$ cat src/rtl/btn_pkg.sv
// Shared definitions for the button press classifier: state encoding,
// default timing parameters and the parameter range check.
package btn_pkg;

    localparam logic [1:0] ST_IDLE  = 2'd0;
    localparam logic [1:0] ST_PRESS = 2'd1;
    localparam logic [1:0] ST_HOLD  = 2'd2;

    typedef enum logic [1:0] {
        IDLE  = ST_IDLE,
        PRESS = ST_PRESS,
        HOLD  = ST_HOLD
    } btn_state_t;

    localparam int DEF_DIV_MS    = 100_000;
    localparam int DEF_LONG_MS   = 1000;
    localparam int DEF_REPEAT_MS = 200;

    function automatic bit params_ok(input int div_ms, input int long_ms, input int rep_ms);
        return (div_ms >= 2) && (long_ms >= 1) && (rep_ms >= 1);
    endfunction

    // Counter width for the larger threshold; at least one bit so a
    // threshold of 1 still yields a legal vector.
    function automatic int cnt_width(input int a, input int b);
        int m;
        m = (a > b) ? a : b;
        return (m < 2) ? 1 : $clog2(m);
    endfunction

endpackage

$ cat src/rtl/ms_tick_gen.sv
// Free-running clock divider producing a one-cycle tick every DIV clocks,
// with a synchronous clear to restart the period.
module ms_tick_gen #(
    parameter int DIV = 4
) (
    input  logic clk,
    input  logic rst,
    input  logic i_clr,
    output logic o_tick
);

    localparam int DW = (DIV < 2) ? 1 : $clog2(DIV);
    localparam logic [DW-1:0] DIV_LAST = DW'(DIV - 1);

    logic [DW-1:0] div_cnt;

    assign o_tick = (div_cnt == DIV_LAST);

    always_ff @(posedge clk or negedge rst) begin
        if (!rst) begin
            div_cnt <= '0;
        end else if (i_clr || o_tick) begin
            div_cnt <= '0;
        end else begin
            div_cnt <= div_cnt + DW'(1);
        end
    end

endmodule

$ cat src/rtl/btn_press_fsm.sv
// Classifies a debounced button level into short/long/repeat pulses and a
// held flag. All outputs are registered from the next-state logic.
module btn_press_fsm
    import btn_pkg::*;
#(
    parameter int DIV_MS    = DEF_DIV_MS,
    parameter int LONG_MS   = DEF_LONG_MS,
    parameter int REPEAT_MS = DEF_REPEAT_MS
) (
    input  logic       clk,
    input  logic       rst,
    input  logic       i_btn,
    output logic       o_short,
    output logic       o_long,
    output logic       o_rep,
    output logic       o_held,
    output btn_state_t dbg_state
);

    generate
        if (!params_ok(DIV_MS, LONG_MS, REPEAT_MS)) begin : g_bad_params
            $error("btn_press_fsm: DIV_MS must be >= 2, LONG_MS and REPEAT_MS >= 1");
        end
    endgenerate

    localparam int MW = cnt_width(LONG_MS, REPEAT_MS);
    localparam logic [MW-1:0] LONG_LAST = MW'(LONG_MS - 1);
    localparam logic [MW-1:0] REP_LAST  = MW'(REPEAT_MS - 1);

    btn_state_t    state, state_d;
    logic [MW-1:0] ms_cnt, ms_d;
    logic          clr, tick;
    logic          short_d, long_d, rep_d;

    ms_tick_gen #(.DIV(DIV_MS)) u_tick (
        .clk    (clk),
        .rst    (rst),
        .i_clr  (clr),
        .o_tick (tick)
    );

    // Release is tested first so it wins over a coincident threshold tick.
    always_comb begin
        state_d = state;
        ms_d    = ms_cnt;
        clr     = 1'b0;
        short_d = 1'b0;
        long_d  = 1'b0;
        rep_d   = 1'b0;
        case (state)
            IDLE: begin
                if (i_btn) begin
                    state_d = PRESS;
                    clr     = 1'b1;
                    ms_d    = '0;
                end
            end
            PRESS: begin
                if (!i_btn) begin
                    short_d = 1'b1;
                    state_d = IDLE;
                end else if (tick && (ms_cnt == LONG_LAST)) begin
                    long_d  = 1'b1;
                    state_d = HOLD;
                    clr     = 1'b1;
                    ms_d    = '0;
                end else if (tick) begin
                    ms_d = ms_cnt + MW'(1);
                end
            end
            HOLD: begin
                if (!i_btn) begin
                    state_d = IDLE;
                end else if (tick && (ms_cnt == REP_LAST)) begin
                    rep_d = 1'b1;
                    ms_d  = '0;
                end else if (tick) begin
                    ms_d = ms_cnt + MW'(1);
                end
            end
            default: begin
                state_d = IDLE;
                ms_d    = '0;
            end
        endcase
    end

    always_ff @(posedge clk or negedge rst) begin
        if (!rst) begin
            state   <= IDLE;
            ms_cnt  <= '0;
            o_short <= 1'b0;
            o_long  <= 1'b0;
            o_rep   <= 1'b0;
            o_held  <= 1'b0;
        end else begin
            state   <= state_d;
            ms_cnt  <= ms_d;
            o_short <= short_d;
            o_long  <= long_d;
            o_rep   <= rep_d;
            o_held  <= (state_d == HOLD);
        end
    end

    assign dbg_state = state;

endmodule

$ cat config.mk
export PLATFORM = sky130hd
export DESIGN_NAME = btn_press_fsm
export DESIGN_NICKNAME = d
export VERILOG_FILES = /design/src/rtl/btn_pkg.sv /design/src/rtl/ms_tick_gen.sv /design/src/rtl/btn_press_fsm.sv
export SDC_FILE = /design/constraint.sdc
export NUM_CORES = 1
export LEC_CHECK = 0
export CAP_MARGIN = 20
export CORE_ASPECT_RATIO = 1.75
export CORE_MARGIN = 2
export CORE_UTILIZATION = 45
export DETAILED_ROUTE_END_ITERATION = 16
export GPL_ROUTABILITY_DRIVEN = 0
export PLACE_DENSITY = 0.71
export SLEW_MARGIN = 20
export SYNTH_ARGS = -nofsm -noshare
export SYNTH_HDL_FRONTEND = slang
export SYNTH_SLANG_ARGS = --single-unit
$ cat constraint.sdc
create_clock -name clk -period 2.05 [get_ports clk]
set_clock_uncertainty 0.2 [all_clocks]
set_input_delay 0.3075 -clock clk [delete_from_list [all_inputs] [get_ports clk]]
set_output_delay 0.3075 -clock clk [all_outputs]
set_load 0.02 [all_outputs]
==> impl_metrics.json <==
{
  "crit_start": "u_tick.div_cnt[12]",
  "endpoint_kind": "register",
  "postLayoutCoreUtil_pct": 64.5,
  "final-seq-area_um2": 828,
  "cts_tree": "yes",
  "antenna_found_initial": 0,
  "max_cap_viol_count": 0,
  "synthMostInstantiatedCell": "nor2_1",
  "synth.largest_area_cell": "dfrtp_1",
  "syn-num-nets": 192,
  "row_count": 30,
  "status": "finished with violations",
  "clk_latency_ps": 290,
  "violations": "setup timing",
  "worst-path-max-fanout": 5,
  "routed_via_density": 5.36,
  "worstSetupStartpointType": "register",
  "grt_max_degree": 34,
  "dieWidth_um": 51.8,
  "switching_share_pct": 33.4,
  "cts_root_buffer": "clkbuf_8",
  "cts.path.max_buffers": 2,
  "critPathArrivalTime_ps": 2050,
  "crit_chain": "nor4b_4, nand3_2, o311a_4, nor3_4, buf_6, nor2_2",
  "fin_crit_ps": 2080,
  "ys_types": 39,
  "syn2layout_area_growth_pct": 38.6,
  "crit_type": "register to register",
  "drtIter0Drc": 54,
  "multi_input_area_um2": 1050,
  "max_stage_delay_ps": 420,
  "total_power_mw": 2.03,
  "nFillCells": 318,
  "relSlewSlack_pct": 70.1,
  "final_cell_area_um2": 2490,
  "synth_top_area_share_pct": 45.9,
  "yosysSeqAreaShare_pct": 45.9,
  "placed_area_um2": 2250,
  "finalWorstSetupSlack_ps": -27.2,
  "start_util_pct": 46.5,
  "clkPwrFrac_pct": 24.7,
  "num_vias": 1539,
  "power_switching_mw": 0.678,
  "worst_pin_slew_ps": 445,
  "drc": 0,
  "power_density_nw_per_um2": 815,
  "pwr-share-comb_pct": 38.7,
  "globalRouteOverflowTotal": 0,
  "grt_pass1_wl_mm": 7.22,
  "ys_ff_latch": 33,
  "pwr-share-seq_pct": 36.6,
  "cts_hold_buffers": 0,
  "ys_warn_count": 0,
  "synth-edff-count": 0,
  "wl_per_cell_um": 15.7,
  "drive_gt1_share_pct": 34.7,
  "power_leakage_nw": 1.09,
  "period_share_pct": 101,
  "io_pins": 9,
  "synthCells": 183,
  "timing.rr.start": "u_tick.div_cnt[12]",
  "critPathSlowestCell": "dfrtp_1",
  "synth_area_leaders": "dfrtp_1, nor2_1, xnor2_1",
  "synth-main-ff-cell": "dfrtp_1",
  "diodes": 0,
  "ant_nets": 0,
  "finalSetupViolations": 10,
  "hp-class": "input pin to async pin",
  "syn_area_um2": 1800,
  "path_clk_slew_ps": 70,
  "netlist_top_cells_count": "nor2_1, dfrtp_1, xnor2_1",
  "htreeDepth": 2,
  "numCtsBuffers": 5,
  "nNetsFinal": 248,
  "die_h_um": 87.6,
  "wirelength_mm": 4.52,
  "drv_slew": 0,
  "hold_viol_final": 0,
  "grt_usage_pct": 21.9,
  "ir_drop_mv": 0.622,
  "fmax_mhz": 481,
  "numPortBuffers": 8,
  "cts_sinks": 33,
  "rsz0062_at_grt": "true",
  "dieArea_um2": 4540,
  "synth.avg_cell_area_um2": 9.82,
  "core-area_um2": 3870,
  "p_int_mw": 1.35,
  "hpwl_mm": 3.16,
  "grt_pass1_vias": 1602,
  "worstPathRequired_ps": 2020,
  "async_flop_share_pct": 100,
  "dr.pass1.iters": 4
}
[critical path: cells and delay by family (launching register included)]
family / cells / cell delay, ps
and+or+nand+nor: 4 / 810
DFF: 1 / 420
AOI/OAI and AO/OA: 1 / 380
buffers and inverters: 1 / 160
[metrics by stage]
step	std cells	hold WS, ps	TNS (ps)	worst slack [ps]
finish	287	233	-156	-27.2
global route	287	270	-753	-98.1
CTS	286	247	-8.71	-8.71
detailed placement	277	343	-544	-128
global placement	277	319	-82.6	-41.5
floorplan	183	-188	0	2.77
[per-layer routing]
metal	part of all wire, %	vias to the layer above	global-route usage [%]
li1	-	742	-
met3	1.9	7	4.44
met2	58	21	42.0
met5	0	-	0
met1	38	769	21.8
met4	2.1	0	10.0
[layout by cell type, fill, tap and decap left out, types with 2 or more instances in the layout]
cell type	n
nand4_1	8
nor2_4	2
and4bb_1	2
nor3b_1	2
nand3_1	8
a21oi_1	2
and3_1	3
dfrtp_1	31
clkdlybuf4s50_1	8
nor3_1	5
ha_1	4
o311a_4	2
o21ai_0	3
dfrtp_2	2
clkbuf_8	6
xnor2_1	14
o211ai_1	2
xor2_1	9
nand2_1	12
nor2_1	29
nor2_2	3
nor3_4	2
buf_6	2
inv_1	8
nor4_2	3
a21oi_2	2
buf_4	42
[cell type report]
cell class / count / area share (%)
multi-input cells: 138 / 42.1
flip-flops and latches: 33 / 33.2
repair buffers: 53 / 17.6
clock buffers: 7 / 3.46
well taps: 48 / 2.41
inverters: 8 / 1.20
[power groups by stage]
stage	clock, mW	sequential [mW]	combinational, mW
6_report	0.501	0.744	0.787
5_1_grt	0.535	0.748	0.847
4_1_cts	0.507	0.733	0.731
3_5_place_dp	0	0.742	0.646
3_3_place_gp	0	0.741	0.626
2_1_floorplan	0	0.777	0.274
[sequential cells by signal, summed over array words and instances (netlist names)]
signal,count
ms_cnt,10
u_tick.div_cnt,17
dbg_state,2
o_rep,1
o_held,1
o_short,1
o_long,1
[worst paths after layout]
check / slack (ps) / cells after the start / to
max: -30 / 6 / ms_cnt[2]
min: 230 / 2 / ms_cnt[5]
max reg2reg: -30 / 6 / ms_cnt[2]
min reg2reg: 350 / 2 / u_tick.div_cnt[16]
max in group asynchronous: 1090 / 2 / dbg_state[1]
min in group clk: 350 / 2 / u_tick.div_cnt[16]
[cells by family (layout without fill, tap and decap cells)]
logic type,count (synthesis),after routing,share of synthesized area [%]
AOI/OAI and AO/OA,15,15,6.40
xor gates and xnor gates,23,23,11.2
adders and majority gates,6,6,4.18
buffers and inverters,12,68,2.71
DFF,33,33,45.9
and+or+nand+nor,94,94,29.6
[what timing repair did]
action,4_1_cts,5_1_grt
gates cloned,0,0
resized for setup,13,15
setup buffers,2,1
pin swaps,8,7
setup endpoints to repair,11,11
Power figures use the tool's default switching activity.
==> variant 1 (same settings) <==
Register the input `i_btn` before use, without a reset. The logic sees it one clock later.
--- a/src/rtl/btn_press_fsm.sv
+++ b/src/rtl/btn_press_fsm.sv
@@ -16,6 +16,12 @@
     output logic       o_held,
     output btn_state_t dbg_state
 );
+
+    logic i_btn_q;
+
+    always_ff @(posedge clk) begin
+        i_btn_q <= i_btn;
+    end
 
     generate
         if (!params_ok(DIV_MS, LONG_MS, REPEAT_MS)) begin : g_bad_params
@@ -49,14 +55,14 @@
         rep_d   = 1'b0;
         case (state)
             IDLE: begin
-                if (i_btn) begin
+                if (i_btn_q) begin
                     state_d = PRESS;
                     clr     = 1'b1;
                     ms_d    = '0;
                 end
             end
             PRESS: begin
-                if (!i_btn) begin
+                if (!i_btn_q) begin
                     short_d = 1'b1;
                     state_d = IDLE;
                 end else if (tick && (ms_cnt == LONG_LAST)) begin
@@ -69,7 +75,7 @@
                 end
             end
             HOLD: begin
-                if (!i_btn) begin
+                if (!i_btn_q) begin
                     state_d = IDLE;
                 end else if (tick && (ms_cnt == REP_LAST)) begin
                     rep_d = 1'b1;
Formal check against the unedited RTL: not equivalent (a bounded check fails within 4 cycles, from zero or initial values and one cycle with rst low).
==> variant 1 against the unedited design <==
The run still ends with setup timing left. Area after synthesis up 1.1%. Setup slack lost 0.0057 ns. Final area fell by 0.55%. Power decreased by 1.6%. Core utilization is 0.36 points lower. Sequential cell count grew 1. Wire length is 1.9% lower. Largest cell class unchanged. Largest power group is now sequential cells.
==> variant 1: results (changes against the unedited design) <==
wl on met1 1661 um (-2.6%); placed cell count 276 (-0.36%); met1 Use GR 19.46% (-2.3 points); Async SR Flop Fraction 97.06% (-2.9 points); cell-internal power 1.349 mW (-0.36%); CP Max Fanout 3 (-2); DR iter-0 viols 48 (-11%); R2R Path End ms_cnt[7]$_DFFE_PN0P_; Netlist cell types 40 (+2.6%); sequential area share after synthesis 46.52% (+0.60 points); grt met2 use 41.77% (-0.19 points); vias in the first global route 1627 (+1.6%); final setup fails 1 (-9); Avg WL per Cell 15.51 um (-1.5%); first-pass GRT wire length 7031 um (-2.6%); wire length on met3 105 um (+24%); Hold WS 0.2334 ns (+0.0005610 ns); wire length on met2 2573 um (-2.3%); worst r2r path cells 5 (-1); dpl ws -0.05118 ns (+0.07729 ns); Area after DPL 0.002280 mm^2 (+1.3%); Setup crit start u_tick.div_cnt[14]$_DFF_PN0_; setup ws final -0.03292 ns (-0.005732 ns); failing checks setup timing; crit path capture ms_cnt[7]$_DFFE_PN0P_; Crit-path slowest cell or4_4; status finished with violations; Non-Filler Instances 286 (-0.35%); syn_nets 193 (+0.52%); Worst slew margin 70.64% (+0.54 points); fillers 333 (+4.7%); Final HPWL DP 3133 um (-0.73%); VDD IR-drop max 0.5866 mV (-5.7%)
-- variant 1: cells by family after synthesis --
family | count (synthesis) | share of synthesized area [%]
buffers and inverters | 12 | 2.684
adder cells (fa/ha/maj) | 6 | 4.129
XOR/XNOR | 23 | 11.08
AO/OA/AOI/OAI | 15 | 6.332
flip-flops | 34 | 46.52
AND/OR/NAND/NOR | 94 | 29.25
-- variant 1: cell type report --
class                   count  area, um^2  share of cell area (%)
clock inverters             1       5.005                  0.2019
multi-input cells         138        1012                   40.84
flip-flops and latches     34       848.3                   34.23
well taps                  48       60.06                   2.423
clock buffers               7       86.33                   3.483
inverters                   8       30.03                   1.212
repair buffers             50       436.7                   17.62
-- variant 1: power groups by stage --
stage	Sequential, mW	Clock [mW]	Combinational, mW
after global routing	0.765	0.551	0.776
after CTS	0.759	0.530	0.675
after detailed placement	0.769	0	0.644
after global placement	0.767	0	0.633
final	0.760	0.513	0.726
after floorplan	0.797	0	0.273
==> variant 2 (config.mk and constraints unchanged) <==
Without the edit above. The package constant `DEF_LONG_MS` goes from 1000 to 250.
--- a/src/rtl/btn_pkg.sv
+++ b/src/rtl/btn_pkg.sv
@@ -13,7 +13,7 @@
     } btn_state_t;
 
     localparam int DEF_DIV_MS    = 100_000;
-    localparam int DEF_LONG_MS   = 1000;
+    localparam int DEF_LONG_MS   = 250;
     localparam int DEF_REPEAT_MS = 200;
 
     function automatic bit params_ok(input int div_ms, input int long_ms, input int rep_ms);
Function: same outputs for any inputs over 10 cycles, from zero or initial values and one cycle with rst low; that may be too few to reach the edited logic, so the function may still have changed.
==> variant 2 against the unedited design <==
The flow still finishes with violations (setup timing). Sequential cell count decreased by 2. Core utilization increased by 3.1 points. Synthesized cell count decreased by 11%. Non-clock buffer count decreased by 2. Power decreased by 16%. Area after synthesis decreased by 12%. Final area decreased by 8.9%. Wire length decreased by 15%. Setup slack got worse by 0.27 ns. Critical path type unchanged. Critical endpoint is now ms_cnt[4]$_DFFE_PN0P_.
==> variant 2: results (changes against the unedited design) <==
met3 Resource Use GR 3.957% (-0.48 points); Commonest cells post-synth 36 x nor2_1, 31 x dfrtp_1, 13 x nand2_1, 13 x xnor2_1; Slew @ Worst Pin 0.7376 ns (+0.2926 ns); Synth Area in Compound Gates 3.081% (-3.3 points); Seq. cell area 775.7 um^2 (-6.3%); vias in the first global route 1526 (-4.7%); P_seq 690 uW (-7.3%); NumNets Final 228 (-8.1%); Post-CTS Setup Bufs 3 (+1); Non-Filler Instances 263 (-8.4%); fillers 265 (-17%); clkbuf count 6 (-1); gr usage total 21.81% (-0.12 points); top cells by area, synth dfrtp_1 49%, nor2_1 8.5%, xnor2_1 7.2%; clk cell area share 3.857% (+0.39 points); Signal buffers 51 (-3.8%); dpl ws -0.4071 ns (-0.2786 ns); area growth from synthesis to layout 43.37%; ratio of cells with drive above 1 in the final layout 33.03% (-1.7 points); DR iter-0 viols 26 (-52%); Critical Path AT 2.32 ns (+0.27 ns); status finished with violations; met1 Use GR 22.22% (+0.42 points); cell-internal power 1.169 mW (-14%); Post-Synth XOR/XNOR Area 12.16% (+0.96 points); setup TNS -4.155 ns (-3.999 ns); placed cell count 252 (-9.0%); syn_nets 172 (-10%); wire length on met3 114 um (+34%); inverters 5 (-3); VDD IR-drop max 0.7874 mV (+27%); Mapped Area 0.001584 mm^2 (-12%); Synth Register Bits 31 (-6.1%); first-pass GRT wire length 6672 um (-7.6%); Area after DPL 0.002072 mm^2 (-7.9%); sequential area share after synthesis 48.97% (+3.0 points); Multi-In Gates 124 (-10%); fraction of area in non-clock buffers 17.91% (+0.34 points); Final HPWL DP 2796 um (-11%); via count 1369 (-11%); Post-CTS Resized 17 (+4); setup ws final -0.3015 ns (-0.2743 ns); switching part of the total power 31.83% (-1.5 points); wl on met1 1411 um (-17%); pin count of the biggest net entering global routing 32 (-5.9%); Leak Pwr 1.015 nW (-6.7%); final setup fails 27 (+17); failing checks setup timing; area of the multi-input gates 925.9 um^2 (-12%)
## variant 2: cell types whose count changed in the layout (fill, tap and decap cells not counted), moves of 3 or more
cell and change:
nor2_1 +5, ha_1 +3, inv_1 -3, nand4_1 -3, nor4_2 -3, nor4_4 +3, o21ai_0 -3
## variant 2: path summary, 6_finish.rpt
kind                                         startpoint                            to  slack, ns  cells after the start
hold reg to reg            u_tick.div_cnt[16]$_DFF_PN0_  u_tick.div_cnt[16]$_DFF_PN0_       0.34                      2
setup reg to reg            u_tick.div_cnt[6]$_DFF_PN0_         ms_cnt[4]$_DFFE_PN0P_      -0.30                      5
hold / removal                                      rst   u_tick.div_cnt[4]$_DFF_PN0_       0.22                      2
setup / recovery            u_tick.div_cnt[6]$_DFF_PN0_         ms_cnt[4]$_DFFE_PN0P_      -0.30                      5
max in group asynchronous                           rst        dbg_state[1]$_DFF_PN0_       1.13                      2
min in group clk           u_tick.div_cnt[16]$_DFF_PN0_  u_tick.div_cnt[16]$_DFF_PN0_       0.34                      2
